**src/rtl/first_counter_pkg.sv**
```systemverilog
// first_counter_pkg: shared state encoding, default width and MAX helper for the counter monitor
package first_counter_pkg;
  typedef enum logic [1:0] {UNSYNC, TRACK, FAIL} state_t;
  localparam int WIDTH_DEF = 4;
  function automatic int max_of(input int w);
    return (1 << w) - 1;
  endfunction
endpackage

```
**src/rtl/first_counter_model.sv**
```systemverilog
// first_counter_model: reference model of the monitored counter, with reload and resync from observed values
module first_counter_model
  import first_counter_pkg::*;
#(
  parameter int WIDTH = WIDTH_DEF
) (
  input  logic             clk,
  input  logic             load,
  input  logic             enable,
  input  logic             step,
  input  logic             resync,
  input  logic [WIDTH-1:0] resync_cnt,
  input  logic             resync_ovf,
  output logic [WIDTH-1:0] exp_cnt,
  output logic             exp_ovf,
  output logic             wrap
);
  localparam logic [WIDTH-1:0] MAX = WIDTH'(max_of(WIDTH));
  always_comb wrap = step && enable && exp_cnt == MAX;
  always_ff @(posedge clk) begin
    if (load) begin
      exp_cnt <= '0;
      exp_ovf <= 1'b0;
    end else if (resync) begin
      exp_cnt <= resync_cnt + WIDTH'(enable);
      exp_ovf <= resync_ovf || resync_cnt == MAX;
    end else if (step) begin
      exp_cnt <= exp_cnt + WIDTH'(enable);
      exp_ovf <= exp_ovf || exp_cnt == MAX;
    end
  end
endmodule

```
**src/rtl/first_counter_monitor.sv**
```systemverilog
// first_counter_monitor: passive checker comparing a first_counter against its model, with stats and first-failure capture
module first_counter_monitor
  import first_counter_pkg::*;
#(
  parameter int WIDTH       = WIDTH_DEF,
  parameter int ERR_W       = 8,
  parameter int STOP_ON_ERR = 0
) (
  input  logic             clk,
  input  logic             reset,
  input  logic             clear,
  input  logic             dut_reset,
  input  logic             enable,
  input  logic [WIDTH-1:0] counter_out,
  input  logic             overflow_out,
  output logic             synced_o,
  output logic             err_cnt_o,
  output logic             err_ovf_o,
  output logic             fail_o,
  output logic [ERR_W-1:0] mismatch_count,
  output logic [ERR_W-1:0] wrap_count,
  output logic [WIDTH:0]   first_err_exp,
  output logic [WIDTH:0]   first_err_obs
);
  state_t state;
  logic [WIDTH-1:0] exp_cnt;
  logic exp_ovf, wrap, cmp, load, bad_cnt, bad_ovf, bad;
  always_comb begin
    cmp     = state == TRACK && !dut_reset && !clear;
    load    = dut_reset && (clear || state != FAIL);
    bad_cnt = cmp && counter_out != exp_cnt;
    bad_ovf = cmp && overflow_out != exp_ovf;
    bad     = bad_cnt || bad_ovf;
  end
  assign synced_o = state == TRACK;
  first_counter_model #(.WIDTH(WIDTH)) u_model (
    .clk       (clk),
    .load      (load),
    .enable    (enable),
    .step      (cmp),
    .resync    (bad && STOP_ON_ERR == 0),
    .resync_cnt(counter_out),
    .resync_ovf(overflow_out),
    .exp_cnt   (exp_cnt),
    .exp_ovf   (exp_ovf),
    .wrap      (wrap)
  );
  always_ff @(posedge clk) begin
    if (reset || clear) begin
      state          <= (!reset && dut_reset) ? TRACK : UNSYNC;
      err_cnt_o      <= 1'b0;
      err_ovf_o      <= 1'b0;
      fail_o         <= 1'b0;
      mismatch_count <= '0;
      wrap_count     <= '0;
      first_err_exp  <= '0;
      first_err_obs  <= '0;
    end else begin
      err_cnt_o <= bad_cnt;
      err_ovf_o <= bad_ovf;
      if (state == UNSYNC && dut_reset) state <= TRACK;
      if (bad) begin
        fail_o         <= 1'b1;
        mismatch_count <= mismatch_count + ERR_W'(mismatch_count != '1);
        if (!fail_o) begin
          first_err_exp <= {exp_ovf, exp_cnt};
          first_err_obs <= {overflow_out, counter_out};
        end
        if (STOP_ON_ERR != 0) state <= FAIL;
      end
      if (wrap) wrap_count <= wrap_count + ERR_W'(wrap_count != '1);
    end
  end
endmodule

```
**config.mk**
```make
export PLATFORM = sky130hd
export DESIGN_NAME = first_counter_monitor
export DESIGN_NICKNAME = d
export VERILOG_FILES = /design/src/rtl/first_counter_pkg.sv /design/src/rtl/first_counter_model.sv /design/src/rtl/first_counter_monitor.sv
export SDC_FILE = /design/constraint.sdc
export NUM_CORES = 1
export LEC_CHECK = 0
export BUFFER_PORTS_ARGS = -buffer_cell sky130_fd_sc_hd__buf_4
export CAP_MARGIN = 20
export CORE_MARGIN = 2
export CORE_UTILIZATION = 40
export CTS_CLUSTER_DIAMETER = 80
export CTS_CLUSTER_SIZE = 25
export DETAILED_ROUTE_END_ITERATION = 12
export PLACE_DENSITY = 0.71
export SLEW_MARGIN = 30
export SYNTH_ARGS = -nofsm -noshare
export SYNTH_HDL_FRONTEND = slang
export SYNTH_HIERARCHICAL = 1
export SYNTH_SLANG_ARGS = --single-unit
```
**constraint.sdc**
```tcl
create_clock -name clk -period 2.25 [get_ports clk]
set_input_delay 0.225 -clock clk [delete_from_list [all_inputs] [get_ports clk]]
set_output_delay 0.225 -clock clk [all_outputs]
set_load 0.01 [all_outputs]
```
=== Word level (Yosys, flattened, before mapping) ===
Index checks and enable logic that the tools add are counted.

* Add/sub/neg operators: 4
* $mul: 0
* Divide/modulo/power cells: 0
* $lt $le $gt $ge: 0
* Eq/ne operators: 8
* Shift operators: 0
* Mux-type cells: 7
* Bitwise gates (word level): 1
* Reductions and logical operators: 21

{| class="wikitable"
|+ Operator list
! cell !! number
|-
| 8-bit by 1-bit adder with 8-bit output || 2
|-
| 8-bit inequality test (second input constant) || 2
|-
| 1-bit logical AND || 9
|-
| 4-bit by 1-bit adder with 4-bit output || 2
|-
| 4-bit == test (second input constant) || 2
|-
| 4-bit two-way mux || 2
|-
| 1-bit logical OR || 5
|-
| 2-bit two-way mux || 2
|-
| 4-bit inequality test || 1
|-
| 2-bit nonzero test || 2
|-
| 1-bit zero test || 3
|-
| 1-bit two-way mux || 3
|-
| 2-bit by 1-bit == test with 1-bit output (second input constant) || 1
|-
| 2-bit zero test || 1
|-
| 2-bit inequality test (second input constant) || 1
|-
| 2-bit AND reduction || 1
|-
| 1-bit inequality test || 1
|-
| 1-bit NOT || 1
|}

* Register bits after elaboration: 36
* Bits in latches: 0
* RAM bits: 0
* ROM bits: 0
* Input port bits: 10
* Output and inout port bits: 30
* Word-level logic and storage cells: 51
* Memories kept: 0

=== Longest topological paths before layout ===
* Word-level depth: 6
* Gate-level depth with buffers: 11
* Gate-level depth less buffers: 9

=== Hierarchy ===
Netlist, hierarchy kept.

{| class="wikitable"
|+ Modules (own cells, without submodules)
! module !! times used !! cells each !! area an instance (um^2) !! sequential area each (um^2)
|-
| first_counter_monitor || 1 || 160 || 1472.7 || 610.6
|-
| first_counter_model || 1 || 35 || 316.6 || 100.1
|}

=== Least setup slack after synthesis ===
No wires, ideal clock.

* Kind: reg-to-reg
* Start: register u_model.exp_cnt[0]
* End: register u_model.exp_cnt[2]
* Library setup time: 0.115 ns
* Data arrival time: 2.333 ns
* Required time: 2.135 ns
* Setup slack: -0.198 ns
* Stages on the path, launching flop included: 12
* Path buffers: 2
* Period minus slack after synthesis: 2.448 ns
* Cells stage by stage: dfxtp_1 -> xor2_1 -> nor4_4 -> buf_6 -> a21oi_4 -> buf_2 -> mux2_2 -> ha_1 -> ha_1 -> xnor2_1 -> a21oi_1 -> o21a_1

* Cells in the longest elaborated chain, start to end: 4
* Elaborated cells between the ends (all ways): 7
* Those cells by class: 1 x add/sub; 1 x eq/ne; 2 x mux; 3 x reduce/logical

{| class="wikitable"
|+ RTL lines
! item !! RTL line !! text
|-
| from (decl) || first_counter_model.sv:14 || <nowiki>output logic [WIDTH-1:0] exp_cnt,</nowiki>
|-
| from (signal assigned) || first_counter_model.sv:25 || <nowiki>exp_cnt <= resync_cnt + WIDTH'(enable);</nowiki>
|-
| from (signal assigned) || first_counter_model.sv:28 || <nowiki>exp_cnt <= exp_cnt + WIDTH'(enable);</nowiki>
|-
| 4-bit inequality test * || first_counter_monitor.sv:31 || <nowiki>bad_cnt = cmp && counter_out != exp_cnt;</nowiki>
|-
| 1-bit logical AND * || first_counter_monitor.sv:31 ||
|-
| 1-bit logical OR * || first_counter_monitor.sv:33 || <nowiki>bad = bad_cnt || bad_ovf;</nowiki>
|-
| named net bad || first_counter_monitor.sv:27 || <nowiki>logic exp_ovf, wrap, cmp, load, bad_cnt, bad_ovf, bad;</nowiki>
|-
| 4-bit two-way mux or 2-bit nonzero test (tied branches) || - ||
|}

Mark *: on every way through the listed nets, which the timed path passes. The rest lies on a longest branch. The select of a mux whose other input is x is not followed.
A chain may end at the register's enable or synchronous reset.

=== Worst setup path after layout ===
* Start: register u_model.exp_cnt[2]
* End: register u_model.exp_cnt[2]

The elaborated chain is that of the path after synthesis.

==> metrics.txt <==
outcome complete, no violations; Mapped Cells 195; TritonCTS clock tree yes; # Max-Cap Violations 0; Post-synth EDFFs 1; antenna viol nets, final 0; first-pass GRT wire length 6350 um; crit path DAT 2.28 ns; WP data required 2.42 ns; H-tree depth 2; Hold Fails Final Rpt 0; met3 wire length 123 um; total negative slack 0 ns; CP Launch Type flip-flop; initial DRC count 52; Syn-to-layout area delta 26.8%; critical path peak fanout 8; Max clock buf depth 2; pin count of the biggest net entering global routing 25; Reg2Reg Setup Slack 0.14 ns; # clock sinks 35; Clock Skew 0.00419 ns; final wirelength 3680 um; fin area 2270 um^2; total number of vias 1,501; largest vdd supply drop 0.285 mV; most common cell in the netlist nand2_1; final total power 0.00122 W; sequential share of the synthesized area 0.397; Worst R2R Path Depth 9; Clock Latency Late Sink 0.27 ns; Remaining DRCs 0; Slew headroom 0.544; CTS Buf Count 5; post-cts repair resize count 0; crit path from u_model/exp_cnt[2]; Worst Tran Pin Value 0.682 ns; mapped cell area 1790 um^2; Post-Layout Cell Count 289; synthesized area per cell 9.18 um^2; number of setup violations in the final report 0; top-area cell type share of the netlist area 0.380; top cell type by total area after synthesis dfxtp_1; CP endpoint kind flip-flop; ant diodes 0; Crit Path Category flip-flop to flip-flop; RR Endpoint u_model/exp_cnt[2]; Hold Slack 0.183 ns; clock-pin slew on the worst setup and hold paths 0.06 ns; # nets final 253; RSZ-0062 raised after global routing no; die outline area 5020 um^2; Ys Warns 6; CTS Hold Buffers Added 0; Initial Util 0.414; Worst Setup EP u_model/exp_cnt[2]; std cell rows 24; die height 70.9 um; CTS Root Cell clkbuf_8; TritonRoute pass-1 iters 4; port bufs 39; FF-to-FF Start u_model/exp_cnt[2]; vias in the first global route 1,435; Post-CTS Setup Inserts 0; final worst path period share 0.939; share of layout cells above drive strength 1 0.325; worst hold path type primary input to flip-flop; GRT Util Overall 0.156; Post-DP Area 2180 um^2; Final Max Slew Viols 0; Die X 70.9 um; Via density 5.19; placed insts 282; WL met1 1830 um; maximum clock rate 473 MHz; routed length per instance 12.7 um; core area 4320 um^2; Final min period 2.11 ns; FF+latch count, synth 35; commonest register cell after synthesis dfxtp_1; gr ovfl total 0; Distinct cells, synth 42; WL met2 1660 um; hpwl dp 2760 um; pwr dens 537 nW/um^2; top post-synthesis cells by count 35 x nand2_1, 34 x dfxtp_1, 19 x mux2i_1, 9 x nand4_1, 9 x nor2_1; max layer used met4; Syn Nets 211; routability cong. 0.825; Pleak 0.874 nW; io pins 40; initial antenna violation count 0; share of flip-flops with an asynchronous set or reset 0; synth top area cells dfxtp_1 38%, mux2i_1 11%, nand2_1 7.3%
## metrics by stage
step / setup WS (ns) / util
after floorplan: 0.00215 / -
after global placement: 0.125 / 0.503
after detailed placement: 0.0825 / 0.504
after CTS: 0.126 / 0.525
after global routing: 0.0241 / 0.525
final: 0.138 / 0.525
## sequential cells by signal, summed over array words and instances, names as in the netlist
| register | cells |
|---|---|
| mismatch_count | 8 |
| wrap_count | 8 |
| first_err_exp | 5 |
| first_err_obs | 5 |
| u_model/exp_cnt | 4 |
| err_cnt_o | 1 |
| err_ovf_o | 1 |
| fail_o | 1 |
| state | 1 |
| u_model/exp_ovf | 1 |
## per-layer routing
layer | GRT usage | vias up
met5 | 0 | -
met4 | 0.0818 | 0
met3 | 0.0313 | 4
met2 | 0.237 | 25
met1 | 0.210 | 694
li1 | - | 778
## placed cells by master, fill, tap and decap left out, types with 2 or more instances in the layout
| cell type | instances |
|---|---|
| or3_1 | 6 |
| mux2_2 | 2 |
| xnor2_1 | 3 |
| mux2i_1 | 19 |
| o21ai_0 | 5 |
| xor2_1 | 4 |
| buf_4 | 44 |
| ha_1 | 4 |
| nand4b_1 | 2 |
| inv_1 | 2 |
| nand2_1 | 35 |
| a21oi_2 | 4 |
| and3_1 | 4 |
| nand3_1 | 5 |
| dfxtp_1 | 30 |
| xor2_2 | 4 |
| nor2_1 | 8 |
| a21oi_1 | 7 |
| nand4_1 | 9 |
| dfxtp_2 | 4 |
| o21a_1 | 2 |
| clkbuf_8 | 6 |
| nor3_1 | 3 |
| ha_2 | 2 |
| or2_2 | 2 |
## worst min path at each step
stage,from,end,slack [ns],cells after the start
after global routing,dut_reset,u_model/exp_cnt[1],0.18,2
after detailed placement,first_err_exp[4],first_err_exp[4],0.45,2
final,dut_reset,u_model/exp_cnt[0],0.18,2
after global placement,first_err_obs[2],first_err_obs[2],0.44,2
after floorplan,dut_reset,u_model/exp_cnt[0],0.29,1
after CTS,reset,err_ovf_o,0.18,2
## report_power, final
part / leakage [nW] / total [W] / internal [W] / switching [W]
registers: 0.287 / 0.000643 / 0.000632 / 0.0000106
clock network: 0.0470 / 0.000448 / 0.000240 / 0.000208
logic: 0.540 / 0.000128 / 0.0000531 / 0.0000747
## worst max-delay path, stage by stage (launching register included)
cell and delay [ns]:
dfxtp_2 0.36, xor2_2 0.16, nor4_4 0.34, a21oi_4 0.14, mux2_2 0.30, ha_2 0.19, ha_2 0.18, xnor2_1 0.15
a21oi_1 0.08, o21a_1 0.11
## layout make-up
cell class / instances / area [um^2]
multi-input cells: 148 / 1060
clock buffers: 6 / 82.6
repair buffers: 44 / 330
inverters: 3 / 11.3
flip-flops and latches: 35 / 716
well taps: 52 / 65.1
fillers: 435 / 2060
clock inverters: 1 / 5.00
## cell families (layout without fill, tap and decap cells)
family	after synthesis	after routing	synth area share
and+or+nand+nor	82	82	0.235
xor gates and xnor gates	11	11	0.0539
AOI/OAI and AO/OA	28	28	0.117
adders and majority gates	6	6	0.0420
buffers and inverters	12	54	0.0364
DFF	35	35	0.397
muxes	21	21	0.119
Note: power is estimated with default switching activity, not from simulation.
